$ cat config.mk
export PLATFORM = sky130hd
export DESIGN_NAME = stage_sequencer
export DESIGN_NICKNAME = d
export VERILOG_FILES = /design/src/rtl/stage_seq_pkg.sv /design/src/rtl/stage_timer.sv /design/src/rtl/stage_sequencer.sv
export SDC_FILE = /design/constraint.sdc
export NUM_CORES = 1
export LEC_CHECK = 0
export ABC_AREA = 1
export BUFFER_PORTS_ARGS = -buffer_cell sky130_fd_sc_hd__buf_2
export CAP_MARGIN = 5
export CELL_PAD_IN_SITES_DETAIL_PLACEMENT = 0
export CELL_PAD_IN_SITES_GLOBAL_PLACEMENT = 1
export CORE_MARGIN = 2
export CORE_UTILIZATION = 38
export CTS_CLUSTER_SIZE = 25
export DETAILED_ROUTE_END_ITERATION = 12
export PLACE_DENSITY = 0.87
export SYNTH_ARGS = -nofsm -noshare
export SYNTH_HDL_FRONTEND = slang
export SYNTH_SLANG_ARGS = --single-unit
$ cat constraint.sdc
create_clock -name clk -period 2.1 [get_ports clk]
set_input_delay 0.42 -clock clk [delete_from_list [all_inputs] [get_ports clk]]
set_output_delay 0.42 -clock clk [all_outputs]
set_load 0.1 [all_outputs]
$ cat src/rtl/stage_seq_pkg.sv
// Shared definitions for the stage sequencer: state encoding and width helpers.
package stage_seq_pkg;

  // Round controller states, 3-bit encoding.
  typedef logic [2:0] state_t;

  localparam state_t ST_IDLE      = 3'd0;
  localparam state_t ST_SHOW      = 3'd1;
  localparam state_t ST_WAIT_KEY  = 3'd2;
  localparam state_t ST_CHECK     = 3'd3;
  localparam state_t ST_DONE_PASS = 3'd4;
  localparam state_t ST_DONE_FAIL = 3'd5;

  // Bits needed to index n stage entries (at least one bit).
  function automatic int idx_w(input int n);
    return (n <= 2) ? 1 : $clog2(n);
  endfunction

  // Bits needed to hold a score from 0 up to n inclusive.
  function automatic int score_w(input int n);
    return (n <= 1) ? 1 : $clog2(n + 1);
  endfunction

  // Bits needed by a down-counter loaded with max(a, b) - 1.
  function automatic int timer_w(input int a, input int b);
    int m;
    m = (a > b) ? a : b;
    return (m <= 2) ? 1 : $clog2(m);
  endfunction

endpackage

$ cat src/rtl/stage_timer.sv
// Loadable down-counter with a zero flag; one instance times both the
// display window and the key-wait window.
module stage_timer #(
  parameter int W = 6
) (
  input  logic         clk,
  input  logic         reset,
  input  logic         i_load,
  input  logic [W-1:0] i_load_val,
  output logic         o_zero
);

  logic [W-1:0] r_count;

  // Load has priority; otherwise count down and park at zero.
  always_ff @(posedge clk) begin
    if (reset) begin
      r_count <= '0;
    end else if (i_load) begin
      r_count <= i_load_val;
    end else if (r_count != '0) begin
      r_count <= r_count - W'(1);
    end
  end

  assign o_zero = (r_count == '0);

endmodule

$ cat src/rtl/stage_sequencer.sv
// Game-round controller: presents each stage entry for a fixed window, waits
// for the player's key, scores it, and ends the round on pass, miss or timeout.
module stage_sequencer
  import stage_seq_pkg::*;
#(
  parameter  int NUM_STAGES     = 5,
  parameter  int DATA_W         = 2,
  parameter  int SHOW_CYCLES    = 50,
  parameter  int TIMEOUT_CYCLES = 1000,
  localparam int IDX_W          = idx_w(NUM_STAGES),
  localparam int SCORE_W        = score_w(NUM_STAGES)
) (
  input  logic                         clk,
  input  logic                         reset,
  input  logic                         start,
  input  logic [NUM_STAGES*DATA_W-1:0] stage_table,
  input  logic                         key_valid,
  input  logic [DATA_W-1:0]            key_data,
  output logic [IDX_W-1:0]             stage_idx,
  output logic                         show_valid,
  output logic [DATA_W-1:0]            show_data,
  output logic                         busy,
  output logic                         pass,
  output logic                         fail,
  output logic [SCORE_W-1:0]           score
);

  localparam int                 TMR_W        = timer_w(SHOW_CYCLES, TIMEOUT_CYCLES);
  localparam logic [TMR_W-1:0]   SHOW_LOAD    = TMR_W'(SHOW_CYCLES - 1);
  localparam logic [TMR_W-1:0]   TIMEOUT_LOAD = TMR_W'(TIMEOUT_CYCLES - 1);
  localparam logic [IDX_W-1:0]   LAST_IDX     = IDX_W'(NUM_STAGES - 1);

  state_t              r_state;
  state_t              w_state_next;
  logic [IDX_W-1:0]    r_idx;
  logic [SCORE_W-1:0]  r_score;
  logic [DATA_W-1:0]   r_key;
  logic [DATA_W-1:0]   w_entry;
  logic                w_hit;
  logic                w_timer_load;
  logic [TMR_W-1:0]    w_timer_val;
  logic                w_timer_zero;
  logic                w_round_clr;
  logic                w_key_latch;
  logic                w_score_inc;
  logic                w_idx_inc;

  stage_timer #(
    .W (TMR_W)
  ) u_timer (
    .clk        (clk),
    .reset      (reset),
    .i_load     (w_timer_load),
    .i_load_val (w_timer_val),
    .o_zero     (w_timer_zero)
  );

  // Select the entry for the current stage straight from the live table.
  always_comb begin
    w_entry = '0;
    for (int i = 0; i < NUM_STAGES; i++) begin
      if (r_idx == IDX_W'(i)) begin
        w_entry = stage_table[i*DATA_W +: DATA_W];
      end
    end
  end

  assign w_hit = (r_key == w_entry);

  // State register.
  always_ff @(posedge clk) begin
    // NOTE: non-blocking so every flop samples pre-edge values, independent of block order.
    if (reset) begin
      r_state <= ST_IDLE;
    end else begin
      r_state <= w_state_next;
    end
  end

  // Next state plus the datapath strobes that accompany each transition.
  always_comb begin
    // NOTE: defaults first so every path assigns every signal and no latch is inferred.
    w_state_next = r_state;
    w_timer_load = 1'b0;
    w_timer_val  = SHOW_LOAD;
    w_round_clr  = 1'b0;
    w_key_latch  = 1'b0;
    w_score_inc  = 1'b0;
    w_idx_inc    = 1'b0;
    case (r_state)
      ST_IDLE, ST_DONE_PASS, ST_DONE_FAIL: begin
        if (start) begin
          w_state_next = ST_SHOW;
          w_timer_load = 1'b1;
          w_round_clr  = 1'b1;
        end
      end
      ST_SHOW: begin
        if (w_timer_zero) begin
          w_state_next = ST_WAIT_KEY;
          w_timer_load = 1'b1;
          w_timer_val  = TIMEOUT_LOAD;
        end
      end
      ST_WAIT_KEY: begin
        // A key on the last timer cycle still counts as an answer.
        if (key_valid) begin
          w_key_latch  = 1'b1;
          w_state_next = ST_CHECK;
        end else if (w_timer_zero) begin
          w_state_next = ST_DONE_FAIL;
        end
      end
      ST_CHECK: begin
        if (w_hit) begin
          w_score_inc = 1'b1;
          if (r_idx == LAST_IDX) begin
            w_state_next = ST_DONE_PASS;
          end else begin
            w_idx_inc    = 1'b1;
            w_state_next = ST_SHOW;
            w_timer_load = 1'b1;
          end
        end else begin
          w_state_next = ST_DONE_FAIL;
        end
      end
      default: begin
        w_state_next = ST_IDLE;
      end
    endcase
  end

  // Stage index, score and latched key.
  always_ff @(posedge clk) begin
    if (reset) begin
      r_idx   <= '0;
      r_score <= '0;
      r_key   <= '0;
    end else begin
      if (w_round_clr) begin
        r_idx   <= '0;
        r_score <= '0;
      end else begin
        if (w_idx_inc) begin
          r_idx <= r_idx + IDX_W'(1);
        end
        if (w_score_inc) begin
          r_score <= r_score + SCORE_W'(1);
        end
      end
      if (w_key_latch) begin
        r_key <= key_data;
      end
    end
  end

  // Outputs decoded from state; show_data is forced to zero outside SHOW.
  always_comb begin
    show_valid = (r_state == ST_SHOW);
    busy       = (r_state == ST_SHOW) || (r_state == ST_WAIT_KEY) || (r_state == ST_CHECK);
    pass       = (r_state == ST_DONE_PASS);
    fail       = (r_state == ST_DONE_FAIL);
    show_data  = (r_state == ST_SHOW) ? w_entry : '0;
  end

  assign stage_idx = r_idx;
  assign score     = r_score;

endmodule
==> summary.md <==
| Metric | Value |
|---|---|
| DP Area | `1710 um^2` |
| CTS Hold Buffers Added | `0` |
| Post-synthesis cell type count | `30` |
| Initial antenna violation count | `0` |
| Final TNS setup | `-18.8 ps` |
| Synth area leader | `dfxtp_1` |
| IO Pins | `28` |
| Failing checks | `negative setup slack` |
| Mapped Area | `1410 um^2` |
| Slew Limit Fails | `0` |
| Final nets | `approximately 270` |
| Peak supply drop | `around 0.00056 V` |
| Logic pwr share | `0.614` |
| Avg Cell Area, Syn | `6.84 um^2` |
| Vias | `1419` |
| Chip Width | `64.9 um` |
| Gr usage total | `0.161` |
| Vias in the first global route | `1228` |
| RSZ-0062 raised after global routing | `yes` |
| Pwr Density | `around 1200 nW/um^2` |
| DR iter-0 viols | `57` |
| Core area | `3610 um^2` |
| Internal | `~1.2 mW` |
| Sequential Power Share | `0.274` |
| Worst Hold Launch | `reset` |
| Reg2reg start | `stage_idx[0]$_SDFFE_PP0P_` |
| Seq cells post-synth | `21` |
| Total power | `2.31 mW` |
| Post-Synthesis Net Count | `229` |
| Total of max-cap violations | `0` |
| Share of layout cells above drive strength 1 | `0.392` |
| Synth Warn # | `0` |
| Clk slew on worst S/H paths | `70 ps` |
| Net Sw Power | `1.11 mW` |
| DRT Wirelength | `3370 um` |
| Post-Layout Cell Count | `298` |
| Leak | `0.884 nW` |
| Clock root buffer | `clkbuf_8` |
| # setup viols final | `1` |
| Fin crit period | `approximately 2100 ps` |
| Ys async rst share | `0` |
| GRT overflow | `0` |
| Critical Path AT | `approximately 1700 ps` |
| Antenna Violating Nets Remaining | `0` |
| Clock sink count | `21` |
| Required @ worst endpoint | `1680 ps` |
| Fin area | `1940 um^2` |
| Slew @ Worst Pin | `499 ps` |
| WHS | `432 ps` |
| Die height | `64.9 um` |
| Clk buf depth | `2` |
| FF+latch area | `433 um^2` |
| DR WL/cell | `11.3 um` |
| Crit Path Max Fanout | `5` |
| Status | `finished with violations` |
| Number of CTS-inserted buffers | `3` |
| Multi-input gate area | `978 um^2` |
| Global-route wire length before repair | `around 5400 um` |
| P&R area growth vs syn | `37.6%` |
| Count of input and output buffers | `27` |
| Number of synthesized flops with an enable pin | `0` |
| Slew headroom | `0.669` |
| Number of fill cells | `371` |
| Worst-Skew Late Latency | `260 ps` |
| DR pass1 iterations | `4` |
| Dpl hpwl | `2470 um` |
| Synthesized instance count | `206` |
| RePlAce Congestion | `~0.8` |
| Final Hold Viols | `0` |
| Kind of end point of the critical path | `output pin` |
| CTS tree | `done` |
| Starting Density | `0.391` |
| Clock Skews | `2.95 ps` |
| Largest net degree at the start of global routing | `14` |
| Residual DRC | `0` |
| Placement Rows | `22` |
| Die Area | `4210 um^2` |
| Setup crit start kind | `flop` |
| HP Class | `primary input to flop` |
| Via-to-Cell Ratio | `4.76` |
| Post-layout util | `0.537` |
| Worst Slack Setup Final | `-18.8 ps` |
| Dpl cells | `between 200 and 300` |
| Synth Flop Type | `dfxtp_1` |
| Switch share | `0.481` |
| Share of the synthesized area in the top cell type | `0.298` |
| Crit path from | `stage_idx[0]$_SDFFE_PP0P_` |
| Top cells by area, synth | `dfxtp_1 (30%), nand2_1 (11%), nand3_1 (6.7%)` |
| Clock Power Share | `0.113` |
| Number of diodes | `0` |
| Critical path type | `flop to output pin` |
| Post-synthesis sequential area ratio | `0.298` |
| H-tree depth | `1` |
| Pre-CTS setup slack | `slightly above 1 ps` |
| Fmax | `0.472 GHz` |
| Period utilisation layout | `1.01` |
worst max-delay path: stages, from the launching register on:
cell and delay (ps):
dfxtp_4 380, inv_4 80, ha_4 140, inv_2 40, nor2_4 90, nand2_1 60, nand3_1 60, nand2_1 60
nand2_2 70, nand2_2 60, buf_6 110, nor2_4 110, buf_12 180
worst paths after layout:
check,cells past startpoint,end,slack [ps]
max,12,show_data[0],-20
min,2,r_state[0]$_SDFFE_PP0P_,430
max reg2reg,18,score[2]$_SDFFE_PP0P_,130
min reg2reg,2,r_key[1]$_SDFFE_PP0P_,480
layer usage:
metal	up-vias	part of all wire	global-route usage
li1	753	-	-
met1	632	0.47	0.207
met2	28	0.48	0.272
met3	6	0.035	0.0313
met4	0	0.014	0.0452
met5	-	0	0
synthesized netlist by cell type (2+ instances only):
cell and instances:
a21oi_1 14, or2_1 2, ha_1 7, nand2_1 41
dfxtp_1 21, nor2_1 20, inv_1 25, o21ai_1 6
nor3_1 5, nor3_2 2, nand3b_1 2, nand3_1 19
buf_6 2, nand3_2 2, xor2_1 7, inv_2 9
xnor2_1 3, o21ai_0 4, nand2_2 4
state kept, by name, indices dropped and copies added (netlist names):
| name | cells |
|---|---|
| r_state | 3 |
| score | 3 |
| stage_idx | 3 |
| r_key | 2 |
| u_timer.r_count | 10 |
cells in the final DEF (no fill, tap or decap), types with 3 or more instances in the layout:
cell type | netlist | layout
o21ai_0 | 4 | 4
nor2_1 | 20 | 16
clkbuf_8 | 0 | 3
nand2_1 | 41 | 36
nor2_4 | 0 | 3
o21ai_1 | 6 | 5
dfxtp_1 | 21 | 17
a21oi_1 | 14 | 14
nor3_1 | 5 | 3
inv_4 | 0 | 5
nand3_2 | 2 | 3
inv_2 | 9 | 10
nand3_1 | 19 | 18
ha_4 | 0 | 5
xor2_1 | 7 | 7
buf_4 | 0 | 14
dfxtp_4 | 0 | 3
inv_1 | 25 | 19
nor3_2 | 2 | 3
nand2_2 | 4 | 8
xnor2_1 | 3 | 3
buf_2 | 1 | 25
timing repair:
action,in CTS,in global routing
endpoints found under the setup margin,6,13
endpoints found under the hold margin,0,0
pin swaps,4,8
gates resized for setup,12,20
buffers inserted,0,7
gates cloned,0,1
logic make-up (layout without fill, tap and decap cells):
logic type      Yosys count  count (layout)  synth area share
compound gates           26              26            0.0959
flops                    21              21             0.298
fa+ha+maj                 7               7            0.0622
buf+inv                  37              80             0.110
xor+xnor                 10              10            0.0622
simple gates            105             106             0.371
power groups by stage:
stage	combinational [mW]	sequential, mW	clock (mW)
final	1.42	0.633	0.260
after global placement	1.31	0.635	0
after detailed placement	1.33	0.636	0
after global routing	1.57	0.651	0.287
after floorplan	1.05	0.624	0
after CTS	1.34	0.630	0.274
cell type report:
cell class | count | share of cell area
clock buffer | 4 | 0.0232
inverter | 34 | 0.0723
multi-input combinational | 149 | 0.505
sequential | 21 | 0.223
tap | 48 | 0.0310
timing repair buffer | 42 | 0.145
No activity file was read; power rests on OpenSTA's default activity.
